--- config.mk ---
export PLATFORM = sky130hd
export DESIGN_NAME = scanline_pos_gen
export DESIGN_NICKNAME = d
export VERILOG_FILES = /design/src/rtl/scanline_pos_gen.sv
export SDC_FILE = /design/constraint.sdc
export NUM_CORES = 1
export LEC_CHECK = 0
export ABC_AREA = 1
export BUFFER_PORTS_ARGS = -buffer_cell sky130_fd_sc_hd__buf_4
export CORE_AREA = 2 2 91 93
export DETAILED_ROUTE_END_ITERATION = 16
export DIE_AREA = 0 0 93 95
export PLACE_DENSITY = 0.79
export SETUP_SLACK_MARGIN = 0.2
export SLEW_MARGIN = 20
export SYNTH_ARGS = -nofsm -noshare
export SYNTH_HDL_FRONTEND = slang
export SYNTH_SLANG_ARGS = --single-unit
--- constraint.sdc ---
create_clock -name VCLK_i -period 4.24 [get_ports VCLK_i]
set_input_delay 0.212 -clock VCLK_i [delete_from_list [all_inputs] [get_ports VCLK_i]]
set_output_delay 0.212 -clock VCLK_i [all_outputs]
set_load 0.02 [all_outputs]
--- src/rtl/scanline_pos_gen.sv ---
// Scanline position generator: delays video timing/data by two clocks and tags each
// output line with its relative vertical position inside the source line.
// Optional build macro SL_POS_CENTER_EN samples the position at the line centre.
module scanline_pos_gen #(
    parameter int LINE_CNT_WIDTH = 11,
    parameter int COLOR_WIDTH    = 8
) (
    input  logic                      VCLK_i,
    input  logic                      nVRST_i,
    input  logic                      HSYNC_i,
    input  logic                      VSYNC_i,
    input  logic                      DE_i,
    input  logic [3*COLOR_WIDTH-1:0]  vdata_i,
    input  logic                      sl_en_i,
    input  logic [7:0]                sl_v_step_i,
    input  logic [7:0]                sl_v_offset_i,
    output logic                      HSYNC_o,
    output logic                      VSYNC_o,
    output logic                      DE_o,
    output logic [3*COLOR_WIDTH-1:0]  vdata_o,
    output logic                      sl_en_o,
    output logic [7:0]                sl_rel_pos_o,
    output logic [LINE_CNT_WIDTH-1:0] line_cnt_o
);

    localparam int VW    = 3 * COLOR_WIDTH;
    localparam int DW    = VW + 4;
    localparam int DE_B  = VW;
    localparam int VS_B  = VW + 1;
    localparam int HS_B  = VW + 2;
    localparam int EN_B  = VW + 3;
    localparam int DEPTH = 2;

    typedef enum logic [1:0] {
        WAIT_VS = 2'd0,
        BLANK   = 2'd1,
        ACTIVE  = 2'd2
    } state_t;

    state_t state_reg, state_next;

    logic [DW-1:0] stage_in [DEPTH];
    logic [DW-1:0] pipe_reg [DEPTH];

    logic [7:0]                step_shadow_reg;
    logic [7:0]                phase_reg;
    logic [7:0]                rel_pos_reg;
    logic [7:0]                rel_pos_o_reg;
    logic [LINE_CNT_WIDTH-1:0] line_cnt_reg;
    logic [LINE_CNT_WIDTH-1:0] line_cnt_o_reg;
    logic [7:0]                rel_pos_calc;

    logic vs_rise;
    logic de_rise;
    logic de_fall;

    // Stage 0 doubles as the edge-detect history for VSYNC/DE.
    assign vs_rise = VSYNC_i & ~pipe_reg[0][VS_B];
    assign de_rise = DE_i    & ~pipe_reg[0][DE_B];
    assign de_fall = ~DE_i   &  pipe_reg[0][DE_B];

    // The scanline enable is qualified on its way into the last stage so it lines up with DE_o.
    always_comb begin
        stage_in[0]       = {sl_en_i, HSYNC_i, VSYNC_i, DE_i, vdata_i};
        stage_in[1]       = pipe_reg[0];
        stage_in[1][EN_B] = pipe_reg[0][EN_B] & (state_reg != WAIT_VS);
    end

    generate
        for (genvar gi = 0; gi < DEPTH; gi++) begin : g_pipe
            always_ff @(posedge VCLK_i or negedge nVRST_i) begin
                if (!nVRST_i) begin
                    pipe_reg[gi] <= '0;
                end else begin
                    pipe_reg[gi] <= stage_in[gi];
                end
            end
        end
    endgenerate

    always_ff @(posedge VCLK_i or negedge nVRST_i) begin
        if (!nVRST_i) begin
            state_reg <= WAIT_VS;
        end else begin
            state_reg <= state_next;
        end
    end

    always_comb begin
        state_next = state_reg;
        case (state_reg)
            WAIT_VS: if (vs_rise) state_next = BLANK;
            BLANK:   if (de_rise) state_next = ACTIVE;
            ACTIVE:  if (de_fall) state_next = BLANK;
            default: state_next = WAIT_VS;
        endcase
    end

    // On a frame-start cycle the freshly loaded offset/step are what the line must see.
    always_comb begin
`ifdef SL_POS_CENTER_EN
        if (vs_rise) begin
            rel_pos_calc = sl_v_offset_i + {1'b0, sl_v_step_i[7:1]};
        end else begin
            rel_pos_calc = phase_reg + {1'b0, step_shadow_reg[7:1]};
        end
`else
        if (vs_rise) begin
            rel_pos_calc = sl_v_offset_i;
        end else begin
            rel_pos_calc = phase_reg;
        end
`endif
    end

    always_ff @(posedge VCLK_i or negedge nVRST_i) begin
        if (!nVRST_i) begin
            step_shadow_reg <= '0;
            phase_reg       <= '0;
            rel_pos_reg     <= '0;
            line_cnt_reg    <= '0;
        end else begin
            if (de_rise && state_reg != WAIT_VS) begin
                rel_pos_reg <= rel_pos_calc;
            end
            if (vs_rise) begin
                phase_reg       <= sl_v_offset_i;
                step_shadow_reg <= sl_v_step_i;
                line_cnt_reg    <= '0;
            end else if (de_fall && state_reg == ACTIVE) begin
                phase_reg <= phase_reg + step_shadow_reg;
                if (line_cnt_reg != {LINE_CNT_WIDTH{1'b1}}) begin
                    line_cnt_reg <= line_cnt_reg + 1'b1;
                end
            end
        end
    end

    // One extra register so position/count change together with the delayed DE.
    always_ff @(posedge VCLK_i or negedge nVRST_i) begin
        if (!nVRST_i) begin
            rel_pos_o_reg  <= '0;
            line_cnt_o_reg <= '0;
        end else begin
            rel_pos_o_reg  <= rel_pos_reg;
            line_cnt_o_reg <= line_cnt_reg;
        end
    end

    assign vdata_o      = pipe_reg[DEPTH-1][VW-1:0];
    assign DE_o         = pipe_reg[DEPTH-1][DE_B];
    assign VSYNC_o      = pipe_reg[DEPTH-1][VS_B];
    assign HSYNC_o      = pipe_reg[DEPTH-1][HS_B];
    assign sl_en_o      = pipe_reg[DEPTH-1][EN_B];
    assign sl_rel_pos_o = rel_pos_o_reg;
    assign line_cnt_o   = line_cnt_o_reg;

endmodule

==> metrics.md, run 1 <==
| Metric | Value |
|---|---|
| Netlist cell types | `33` |
| Via count | `between 2000 and 3000` |
| Post-cts resize count | `0` |
| Most Frequent Cell on Critical Path | `buf_4` |
| Max-cap violations | `0` |
| N_diodes | `0` |
| Hold WC Path Type | `in2reg` |
| Syn avg cell area | `~11 um2` |
| I/O pin total | `a little over 90` |
| Starting Density | `53.2%` |
| Min-Delay Path Depth | `3` |
| Cell count after synthesis | `374` |
| Routed wire per std cell | `~13 um` |
| Worst VDD drop | `242 uV` |
| CTS buffer count | `9` |
| Most frequent cells in the layout | `dfrtp_1, buf_4, nand2_1` |
| Hold Vio Cnt, Final | `0` |
| FILL cells | `a little over 600` |
| Reg clk slew, reported paths | `approximately 0.1 ns` |
| Area growth from synthesis to layout | `26.0%` |
| Core Region | `around 0.008 mm2` |
| Placed Cells | `542` |
| Lkg Pwr | `roughly 2.6 nW` |
| Outcome | `completed` |
| Global-route wire length before repair | `13100 um` |
| Final std cells w/o fill | `between 500 and 600` |
| Part of the cycle the worst path needs | `between 40 and 50%` |
| Pre-CTS WS | `between 2 and 3 ns` |
| Reg2Reg Depth | `10` |
| Nets | `532` |
| Crit. End Element | `flop` |
| Synthesis warning total | `0` |
| Worst Setup Slack, final | `around 2.5 ns` |
| Row count | `33` |
| Routability Congestion | `0.887` |
| Share of layout cells above drive strength 1 | `26.8%` |
| Pin count of the biggest net entering global routing | `77` |
| Stages on worst setup path | `8` |
| Register area | `0.00280 mm2` |
| Remaining Overflow, GRT | `0` |
| Crit path DAT | `~2.0 ns` |
| Vias per Instance | `around 4.8` |
| H-tree levels | `3` |
| Final ANT Viol Nets | `0` |
| Buf/Inv on CP | `5` |
| Startpoint Class | `input pin` |
| Max-slew headroom | `between 40% and 50%` |
| TNS Setup | `0 ns` |
| Critical path, cell by cell | `dlygate4sd3_1 > buf_4 > inv_1 > nor2_2 > buf_4 > inv_2 > nand2_4 > o21ai_0` |
| Vias in the first global route | `~2800` |
| DRC errors left | `0` |
| Die ar. | `approximately 0.0088 mm2` |
| Post-Syn Area | `approximately 0.0042 mm2` |
| Commonest non-fill, non-tap cell in the layout | `dfrtp_1` |
| Clk_skew | `0.0121 ns` |
| Max Freq | `roughly 570 MHz` |
| CP required | `roughly 4.5 ns` |
| Slowest-stage cell, CP | `dlygate4sd3_1` |
| Multi-input gate area | `between 0.001 and 0.0015 mm2` |
| DRT iter0 DRCs | `94` |
| Clock Latency Late Sink | `around 0.36 ns` |
| Synth Register Bits | `approximately 110` |
| IO buf count | `between 90 and 100` |
| Slew Limit Fails | `0` |
| Kind of critical path | `in2reg` |
| Register area share after synthesis | `66.4%` |
| Worst Tran Pin Value | `about 0.90 ns` |
| PD cells | `~500 mW/mm2` |
| GRT Total Usage | `roughly a fifth` |
| Clock Path Buffers | `2` |
| Die outline height | `95 um` |
| DRT Wirelength | `approximately 7800 um` |
| DP Wirelength | `a little over 5000 um` |
| Final core utilization | `67.1%` |
| CP Max Fanout | `32` |
| Family with the most delay on the worst path | `buffers and inverters` |
| TritonCTS clock tree | `built` |
| Unrepaired setup endpoints after global routing | `false` |
| Root Buffer | `clkbuf_8` |
| Initial antenna violation count | `0` |
| CP max stage delay | `between 0.5 and 0.6 ns` |
| CTS sink cnt | `112` |
| Max reg flops | `28` |
| Setup-failing EPs final | `0` |
| Initial DRT Pass Iterations | `4` |
| Die W | `93 um` |
| Period minus WS final | `1.76 ns` |
| Synth Net Count | `429` |
[cell families after synthesis]
family | after synthesis | synth area share, %
xor+xnor | 3 | 0.623
simple gates | 148 | 16.1
fa+ha+maj | 9 | 2.85
flops | 112 | 66.4
compound gates | 38 | 5.46
buf+inv | 64 | 8.57
[cells in the mapped netlist (all sizes together)]
library cell | instances | share of area (%)
clkbuf | 3 | 0.27
fa | 1 | 0.47
nand4 | 8 | 1.2
inv | 32 | 2.8
a21oi | 12 | 1.8
o21bai | 1 | 0.18
xor2 | 2 | 0.42
xnor2 | 1 | 0.21
nand3b | 2 | 0.36
o21ai | 13 | 1.5
dfrtp | 112 | 66
nor2 | 29 | 2.9
nand2 | 84 | 7.9
nand3 | 20 | 2.5
clkinv | 1 | 0.21
or4 | 1 | 0.18
a31oi | 11 | 1.8
buf | 28 | 5.2
or2 | 2 | 0.30
ha | 8 | 2.4
o211ai | 1 | 0.18
nor3 | 2 | 0.77
[worst paths after layout]
path | slack (ns) | to | start
max in group asynchronous | 2.71 | pipe_reg[52] | nVRST_i
min reg2reg | 0.35 | vdata_o[13] | pipe_reg[41]
max | 2.48 | line_cnt_reg[8] | VSYNC_i
min in group asynchronous | 0.52 | pipe_reg[38] | nVRST_i
min | 0.04 | step_shadow_reg[2] | sl_v_step_i[2]
max reg2reg | 2.58 | phase_reg[6] | phase_reg[0]
[worst reg2reg max path, delay by kind of cell (launching register included)]
| family | cells | cell delay, ns |
|---|---|---|
| AO/OA/AOI/OAI | 1 | 0.14 |
| adder cells (fa/ha/maj) | 2 | 0.53 |
| buffers and inverters | 2 | 0.12 |
| flip-flops | 1 | 0.39 |
| AND/OR/NAND/NOR | 5 | 0.42 |
[what timing repair did]
item	in CTS	in global routing
setup buffers	0	0
hold buffers	29	0
endpoints found under the hold margin	51	0
[per-layer routing]
layer  up-vias  track usage [%]  wire, um
met5         -                0         0
met4         0             6.13        65
met3         8             4.39       424
met2        97             32.7      3930
met1      1326             24.9      3340
li1       1384                -         -
[per-stage QoR]
stage | power [mW] | hold slack (ns) | cell area [um2]
final | 2.64 | 0.0402 | 5320
after global routing | 2.83 | 0.0225 | 5320
after CTS | 2.67 | 0.0253 | 5320
after detailed placement | 2.00 | 0.323 | 4820
after global placement | 1.97 | 0.321 | 4820
after floorplan | 1.79 | -0.0836 | 4220
[report_power, final]
group          leakage, nW  switching, mW  total [mW]  internal (mW)
Clock                0.100          0.344       0.636          0.292
Combinational         1.18          0.384       0.677          0.293
Sequential            1.35         0.0967        1.32           1.23
Total                 2.63          0.824        2.64           1.81
[layout make-up]
type | instances | area share (%)
multi-input combinational | 198 | 19.9
sequential | 112 | 52.7
tap | 105 | 2.47
clock buffer | 10 | 2.59
timing repair buffer | 123 | 18.7
clock inverter | 5 | 1.25
inverter | 33 | 2.42
Note: power is estimated with default switching activity, not from simulation.
==> run 2, diff against run 1 <==
--- a/config.mk
+++ b/config.mk
@@ -7,10 +7,10 @@
 export LEC_CHECK = 0
 export ABC_AREA = 1
 export BUFFER_PORTS_ARGS = -buffer_cell sky130_fd_sc_hd__buf_4
-export CORE_AREA = 2 2 91 93
+export CORE_AREA = 2 2 97 99
 export DETAILED_ROUTE_END_ITERATION = 16
-export DIE_AREA = 0 0 93 95
-export PLACE_DENSITY = 0.79
+export DIE_AREA = 0 0 99 101
+export PLACE_DENSITY = 0.74
 export SETUP_SLACK_MARGIN = 0.2
 export SLEW_MARGIN = 20
 export SYNTH_ARGS = -nofsm -noshare
==> constraint.sdc (replaced) <==
create_clock -name VCLK_i -period 1.6 [get_ports VCLK_i]
set_input_delay 0.08 -clock VCLK_i [delete_from_list [all_inputs] [get_ports VCLK_i]]
set_output_delay 0.08 -clock VCLK_i [all_outputs]
set_load 0.02 [all_outputs]
==> run 2 against run 1 <==
Effect of this change:
- critical endpoint is now phase_reg[6]
- hold slack worse by 0.0072 ns
- clock-buffer cell count down 1
- cell area up 12%
- global-route usage down 0.30 points
- via count up 11%
- setup slack worse by 2.6 ns
- cell count up 7.5%
- the run now ends with setup timing left
- register-to-register slack worse by 2.7 ns
==> metrics.md, run 2 (synthesis gave the netlist of run 1 again) <==
| Metric | Value |
|---|---|
| Outcome | `finished with violations` |
| Failing checks | `setup timing` |
| Lkg Pwr | `2.86 nW (+8.6%)` |
| Max Freq | `about 600 MHz` |
| Final ANT Viol Nets | `0 (unchanged)` |
| Row count | `35 (+6.1%)` |
| PD cells | `1320 mW/mm2 (+170%)` |
| Reg2Reg Setup Slack | `-0.07 ns (-2.65 ns)` |
| Routed wire per std cell | `15.3 um (+16%)` |
| Hold Vio Cnt, Final | `0 (unchanged)` |
| DRT iter0 DRCs | `222 (+140%)` |
| Max-slew headroom | `75.0% (+35 points)` |
| Period minus WS final | `1.67 ns` |
| Setup-failing EPs final | `2 (+2)` |
| CTS sink cnt | `112 (unchanged)` |
| Hold_sp | `sl_v_offset_i[2]` |
| Slew Limit Fails | `0 (unchanged)` |
| CTS buffer count | `9 (unchanged)` |
| Via count | `3121 (+11%)` |
| Die W | `99 um (+6.5%)` |
| DRT Wirelength | `9660 um (+25%)` |
| Initial antenna violation count | `0 (unchanged)` |
| Sequential share of power | `45.2% (-5.0 points)` |
| IO buf count | `92 (unchanged)` |
| TritonCTS clock tree | `built` |
| Fin Hold WS | `0.0330 ns (-0.00723 ns)` |
| I/O pin total | `93 (unchanged)` |
| Commonest non-fill, non-tap cell in the layout | `buf_4` |
| Starting Density | `47.0% (-6.2 points)` |
| Worst Setup Slack, final | `-0.0712 ns (-2.55 ns)` |
| Switching Power | `2.67 mW (+220%)` |
| Reg clk slew, reported paths | `0.10 ns (about the same)` |
| Initial DRT Pass Iterations | `5 (+1)` |
| Reg2Reg Depth | `10 (unchanged)` |
| Area growth from synthesis to layout | `41.0%` |
| CP Max Fanout | `2 (-94%)` |
| DP Wirelength | `5400 um (+7.0%)` |
| Max-cap violations | `0 (unchanged)` |
| Global-route wire length before repair | `14700 um (+13%)` |
| DRC errors left | `0 (unchanged)` |
| Vias per Instance | `4.95 (+3.1%)` |
| Clock Latency Late Sink | `0.36 ns (about the same)` |
| Unrepaired setup endpoints after global routing | `true` |
| R2R Path End | `phase_reg[6]` |
| Hold Path Sink | `rel_pos_reg[2]` |
| Crit. End Element | `flop` |
| Worst Tran Pin Value | `0.374 ns (-0.525 ns)` |
| Routability Congestion | `0.816 (-8.0%)` |
| CP Launch Point | `phase_reg[0]` |
| N_diodes | `0 (unchanged)` |
| Most frequent cells in the layout | `buf_4, dfrtp_1, nand2_1` |
| Sw frac | `34.0% (+2.8 points)` |
| Clock Path Buffers | `2 (unchanged)` |
| Min-Delay Path Depth | `3 (unchanged)` |
| Worst VDD drop | `577 uV (+140%)` |
| Crit Reg-Reg Startpoint | `phase_reg[0]` |
| Die ar. | `0.0100 mm2 (+13%)` |
| Startpoint Class | `flop` |
| Remaining Overflow, GRT | `0 (unchanged)` |
| Logic gate share of total power | `35.5% (+9.8 points)` |
| Share of layout cells above drive strength 1 | `39.1% (+12 points)` |
| Pre-CTS WS | `0.0180 ns (-2.57 ns)` |
| Die outline height | `101 um (+6.3%)` |
| Root Buffer | `clkbuf_8` |
| Pin count of the biggest net entering global routing | `39 (-49%)` |
| Part of the cycle the worst path needs | `104%` |
| Hold WC Path Type | `in2reg` |
| Crit path DAT | `1.96 ns (-0.07 ns)` |
| Clk_skew | `0.00659 ns (-0.00555 ns)` |
| H-tree levels | `3 (unchanged)` |
| Vias in the first global route | `3085 (+11%)` |
| Max reg flops | `28 (unchanged)` |
| GRT Total Usage | `19.0% (-0.30 points)` |
| Nets | `571 (+7.3%)` |
| Kind of critical path | `reg2reg` |
| Clock Power Share | `19.3% (-4.8 points)` |
| CP required | `1.89 ns (-2.62 ns)` |
| Int Pwr | `5.17 mW (+180%)` |
| Core Region | `0.00898 mm2 (+13%)` |
[run 2: cell count changes in the layout (fill, tap and decap cells not counted), sizes merged]
| cell | change |
|---|---|
| clkinvlp | +1 |
| dlygate4sd3 | +12 |
| bufinv | -1 |
| buf | +27 |
| clkbuf | -1 |
| clkinv | -1 |
| inv | +1 |
[run 2: layout make-up]
class,instances,area (um2)
Clock inverter,5,43.8
Sequential cell,112,2810
Fill cell,622,3030
Multi-Input combinational cell,198,1310
Tap cell,111,139
Clock buffer,9,124
Timing Repair Buffer,162,1380
Inverter,33,141
[run 2: critical path: stages, from the launching register on]
cell	delay (ns)
dfrtp_1	0.38
ha_2	0.19
inv_2	0.04
fa_2	0.33
inv_2	0.08
nand2_2	0.06
nand2_2	0.07
nand3b_1	0.10
nand3_1	0.11
nand3_2	0.08
a21oi_2	0.17
[run 2: how the worst max path moves through the flow]
stage / slack [ns] / cells past startpoint / end
after global placement: 0.05 / 11 / phase_reg[6]
after floorplan: 0.11 / 11 / phase_reg[6]
after global routing: -0.16 / 10 / phase_reg[6]
after CTS: -0.05 / 10 / phase_reg[6]
after detailed placement: 0.02 / 10 / phase_reg[6]
final: -0.07 / 10 / phase_reg[6]
[run 2: per-layer routing]
layer / vias to the layer above / wire length [um] / GRT usage, %
met5: - / 0 / 0
met4: 0 / 233 / 7.06
met3: 22 / 484 / 4.44
met2: 136 / 4920 / 32.7
met1: 1501 / 4020 / 23.4
li1: 1462 / - / -
[run 2: per-stage QoR]
step | cells | instance area, um2 | util [%] | TNS [ns] | power (mW)
after floorplan | 374 | 4230 | - | 0 | 4.76
after global placement | 553 | 4900 | 54.6 | 0 | 5.27
after detailed placement | 553 | 4900 | 54.6 | 0 | 5.35
after CTS | 622 | 5730 | 63.8 | -0.0761 | 7.33
after global routing | 630 | 5950 | 66.3 | -0.301 | 8.27
final | 630 | 5950 | 66.3 | -0.134 | 7.83
[run 2: power by group through the flow]
stage | Sequential (mW) | Combinational (mW) | Clock [mW]
3_3_place_gp | 3.53 | 1.73 | 0
5_1_grt | 3.59 | 3.01 | 1.66
6_report | 3.54 | 2.78 | 1.51
2_1_floorplan | 3.65 | 1.11 | 0
3_5_place_dp | 3.56 | 1.78 | 0
4_1_cts | 3.52 | 2.27 | 1.54
[run 2: what timing repair did]
item | CTS | global route
endpoints found under the hold margin | 153 | 0
pin swaps | 24 | 28
resized for setup | 28 | 46
setup endpoints to repair | 19 | 25
setup buffers | 14 | 8
hold buffers | 41 | 0
==> run 3, diff against run 2 <==
--- a/config.mk
+++ b/config.mk
@@ -7,10 +7,10 @@
 export LEC_CHECK = 0
 export ABC_AREA = 1
 export BUFFER_PORTS_ARGS = -buffer_cell sky130_fd_sc_hd__buf_4
-export CORE_AREA = 2 2 97 99
+export CORE_AREA = 2 2 100 102
 export DETAILED_ROUTE_END_ITERATION = 16
-export DIE_AREA = 0 0 99 101
-export PLACE_DENSITY = 0.74
+export DIE_AREA = 0 0 102 104
+export PLACE_DENSITY = 0.7
 export SETUP_SLACK_MARGIN = 0.2
 export SLEW_MARGIN = 20
 export SYNTH_ARGS = -nofsm -noshare
==> run 3 against run 2 <==
Effect of this change:
- the flow still finishes with violations (setup timing)
- sequential cell count unchanged
- global-route usage down 2.7 points
- via count down 5.5%
- clock-buffer cell count unchanged
- largest cell class unchanged
- sequential share of layout area up 0.38 points
- cell area down 0.84%
- non-clock buffer count down 6
- setup slack better by 0.055 ns
==> metrics.md, run 3 (synthesis gave the netlist of run 1 again) <==
| Metric | Value |
|---|---|
| Hold Vio Cnt, Final | `0 (unchanged)` |
| Critical path, cell by cell | `ha_2 > inv_2 > fa_2 > inv_2 > nand2_2 > nand2_2 > nand3b_1 > nand3_1 > nand3_2 > a21oi_2` |
| Sw frac | `31.3% (-2.7 points)` |
| Hold WC Path Type | `in2reg` |
| Share of layout cells above drive strength 1 | `35.9% (-3.3 points)` |
| Commonest non-fill, non-tap cell in the layout | `dfrtp_1` |
| Kind of critical path | `reg2reg` |
| Placed Cells | `573 (+3.6%)` |
| Most frequent cells in the layout | `dfrtp_1, buf_4, nand2_1` |
| Pin count of the biggest net entering global routing | `41 (+5.1%)` |
| Vias in the first global route | `2850 (-7.6%)` |
| Logic gate share of total power | `29.5% (-6.0 points)` |
| Final std cells w/o fill | `649 (+3.0%)` |
| Max-cap violations | `0 (unchanged)` |
| Clock Path Buffers | `2 (unchanged)` |
| Worst Tran Pin Value | `0.506 ns (+0.132 ns)` |
| Vias per Instance | `4.54 (-8.3%)` |
| Area growth from synthesis to layout | `39.8%` |
| Max-slew headroom | `66.2% (-8.8 points)` |
| Routed wire per std cell | `12.9 um (-16%)` |
| Max Freq | `619 MHz (+3.4%)` |
| Sequential share of power | `46.7% (+1.5 points)` |
| Worst VDD drop | `577 uV (about the same)` |
| Max reg flops | `28 (unchanged)` |
| Routability Congestion | `0.861 (+5.5%)` |
| Pre-CTS WS | `0.0134 ns (-0.00453 ns)` |
| Stages on worst setup path | `10 (unchanged)` |
| Via count | `2949 (-5.5%)` |
| Family with the most delay on the worst path | `adder cells` |
| TritonCTS clock tree | `built` |
| CTS buffer count | `9 (unchanged)` |
| Final ANT Viol Nets | `0 (unchanged)` |
| Reg2Reg Setup Slack | `-0.02 ns (+0.05 ns)` |
| Placed Area | `0.00492 mm2 (+0.26%)` |
| I/O pin total | `93 (unchanged)` |
| Global-route wire length before repair | `13400 um (-9.2%)` |
| Worst Setup Slack, final | `-0.0167 ns (+0.0545 ns)` |
| Clock Power Share | `23.8% (+4.5 points)` |
| Buf/Inv on CP | `2 (unchanged)` |
| Unrepaired setup endpoints after global routing | `true` |
| R2R Path End | `phase_reg[6]` |
| CP required | `1.91 ns (+0.02 ns)` |
| Die ar. | `0.0106 mm2 (+6.1%)` |
| Switching Power | `2.37 mW (-11%)` |
| Lkg Pwr | `2.84 nW (-0.70%)` |
| Critical Path Sink | `phase_reg[6]` |
| Remaining Overflow, GRT | `0 (unchanged)` |
| Int Pwr | `5.21 mW (+0.78%)` |
| Setup-failing EPs final | `1 (-1)` |
| Crit. End Element | `flop` |
| GRT Total Usage | `16.2% (-2.7 points)` |
| CP Max Fanout | `3 (+1)` |
| Outcome | `finished with violations` |
| CP max stage delay | `0.37 ns (about the same)` |
| Nets | `566 (-0.88%)` |
| Crit Reg-Reg Startpoint | `step_shadow_reg[0]` |
| IO buf count | `92 (unchanged)` |
| H-tree levels | `3 (unchanged)` |
| CTS sink cnt | `112 (unchanged)` |
| CP Launch Point | `step_shadow_reg[0]` |
| Initial DRT Pass Iterations | `4 (-1)` |
| Die W | `102 um (+3.0%)` |
| DRT Wirelength | `8360 um (-13%)` |
| Row count | `36 (+2.9%)` |
| Reg2Reg Depth | `10 (unchanged)` |
| Starting Density | `44.2% (-2.8 points)` |
| DRC errors left | `0 (unchanged)` |
| N_diodes | `0 (unchanged)` |
| DRT iter0 DRCs | `207 (-6.8%)` |
| Final instance area | `0.00590 mm2 (-0.84%)` |
| Crit path DAT | `1.93 ns (-0.03 ns)` |
| Part of the cycle the worst path needs | `101% (-3.4 points)` |
| DP Wirelength | `5380 um (-0.39%)` |
| Startpoint Class | `flop` |
| Power, Total | `7.58 mW (-3.2%)` |
| Clk_skew | `0.00583 ns (-0.000763 ns)` |
| Initial antenna violation count | `0 (unchanged)` |
| TNS Setup | `-0.0167 ns (+0.117 ns)` |
| Core Region | `0.00955 mm2 (+6.4%)` |
| Reg clk slew, reported paths | `0.10 ns (about the same)` |
| Failing checks | `setup timing` |
| Slew Limit Fails | `0 (unchanged)` |
| Slowest-stage cell, CP | `dfrtp_1` |
| Root Buffer | `clkbuf_8` |
| PD cells | `1280 mW/mm2 (-2.4%)` |
| Clock Latency Late Sink | `0.37 ns (about the same)` |
| Die outline height | `104 um (+3.0%)` |
| Period minus WS final | `1.62 ns (-0.0545 ns)` |
==> run 3: changes by cell type in the layout (fill, tap and decap cells not counted), sizes merged <==
cell | before | now
buf | 121 | 113
bufinv | 0 | 2
clkinv | 2 | 4
clkinvlp | 2 | 1
dlygate4sd3 | 41 | 43
==> run 3: power groups by stage <==
stage	Clock [mW]	Sequential, mW	Combinational [mW]
3_5_place_dp	0	3.57	1.78
6_report	1.81	3.54	2.24
4_1_cts	1.86	3.53	2.07
5_1_grt	1.98	3.60	2.49
2_1_floorplan	0	3.65	1.11
3_3_place_gp	0	3.54	1.73
==> run 3: stage by stage <==
step	utilization, %	hold slack [ns]
after floorplan	-	-0.216
final	61.8	0.0461
after detailed placement	51.5	0.0833
after global placement	51.5	0.0774
after global routing	61.8	0.0219
after CTS	59.8	0.0230
==> run 3: worst min path at each step <==
stage                     startpoint        endpoint  cells after the start
floorplan                    nVRST_i            DE_o                      0
global placement             nVRST_i     vdata_o[13]                      1
detailed placement           nVRST_i     vdata_o[13]                      1
CTS                 sl_v_offset_i[4]  rel_pos_reg[4]                      3
global route        sl_v_offset_i[4]  rel_pos_reg[4]                      3
finish              sl_v_offset_i[4]  rel_pos_reg[4]                      3
==> run 3: what timing repair did <==
item	in CTS	in global routing
setup buffers	7	9
pin swaps	5	19
resized for setup	19	31
endpoints found under the hold margin	82	0
endpoints found under the setup margin	17	27
hold buffers	43	0
cloned	0	1
==> run 3: layer usage <==
metal / part of all wire [%] / track usage [%]
met1: 44 / 21.6
met2: 49 / 25.2
met3: 5.9 / 3.83
met4: 1.9 / 7.43
met5: 0 / 0
==> run 3: worst register-to-register path: stages (launching register included) <==
cell	delay, ns
dfrtp_1	0.37
ha_2	0.19
inv_2	0.04
fa_2	0.33
inv_2	0.07
nand2_2	0.05
nand2_2	0.09
nand3b_1	0.10
nand3_1	0.11
nand3_2	0.07
a21oi_2	0.13
==> run 3: layout make-up <==
class / count / area (um2)
clock buffers: 9 / 124
clock inverters: 7 / 95.1
fillers: 761 / 3650
inverters: 33 / 136
multi-input cells: 198 / 1240
flip-flops and latches: 112 / 2810
well taps: 133 / 166
repair buffers: 156 / 1330
repair inverters: 1 / 6.26
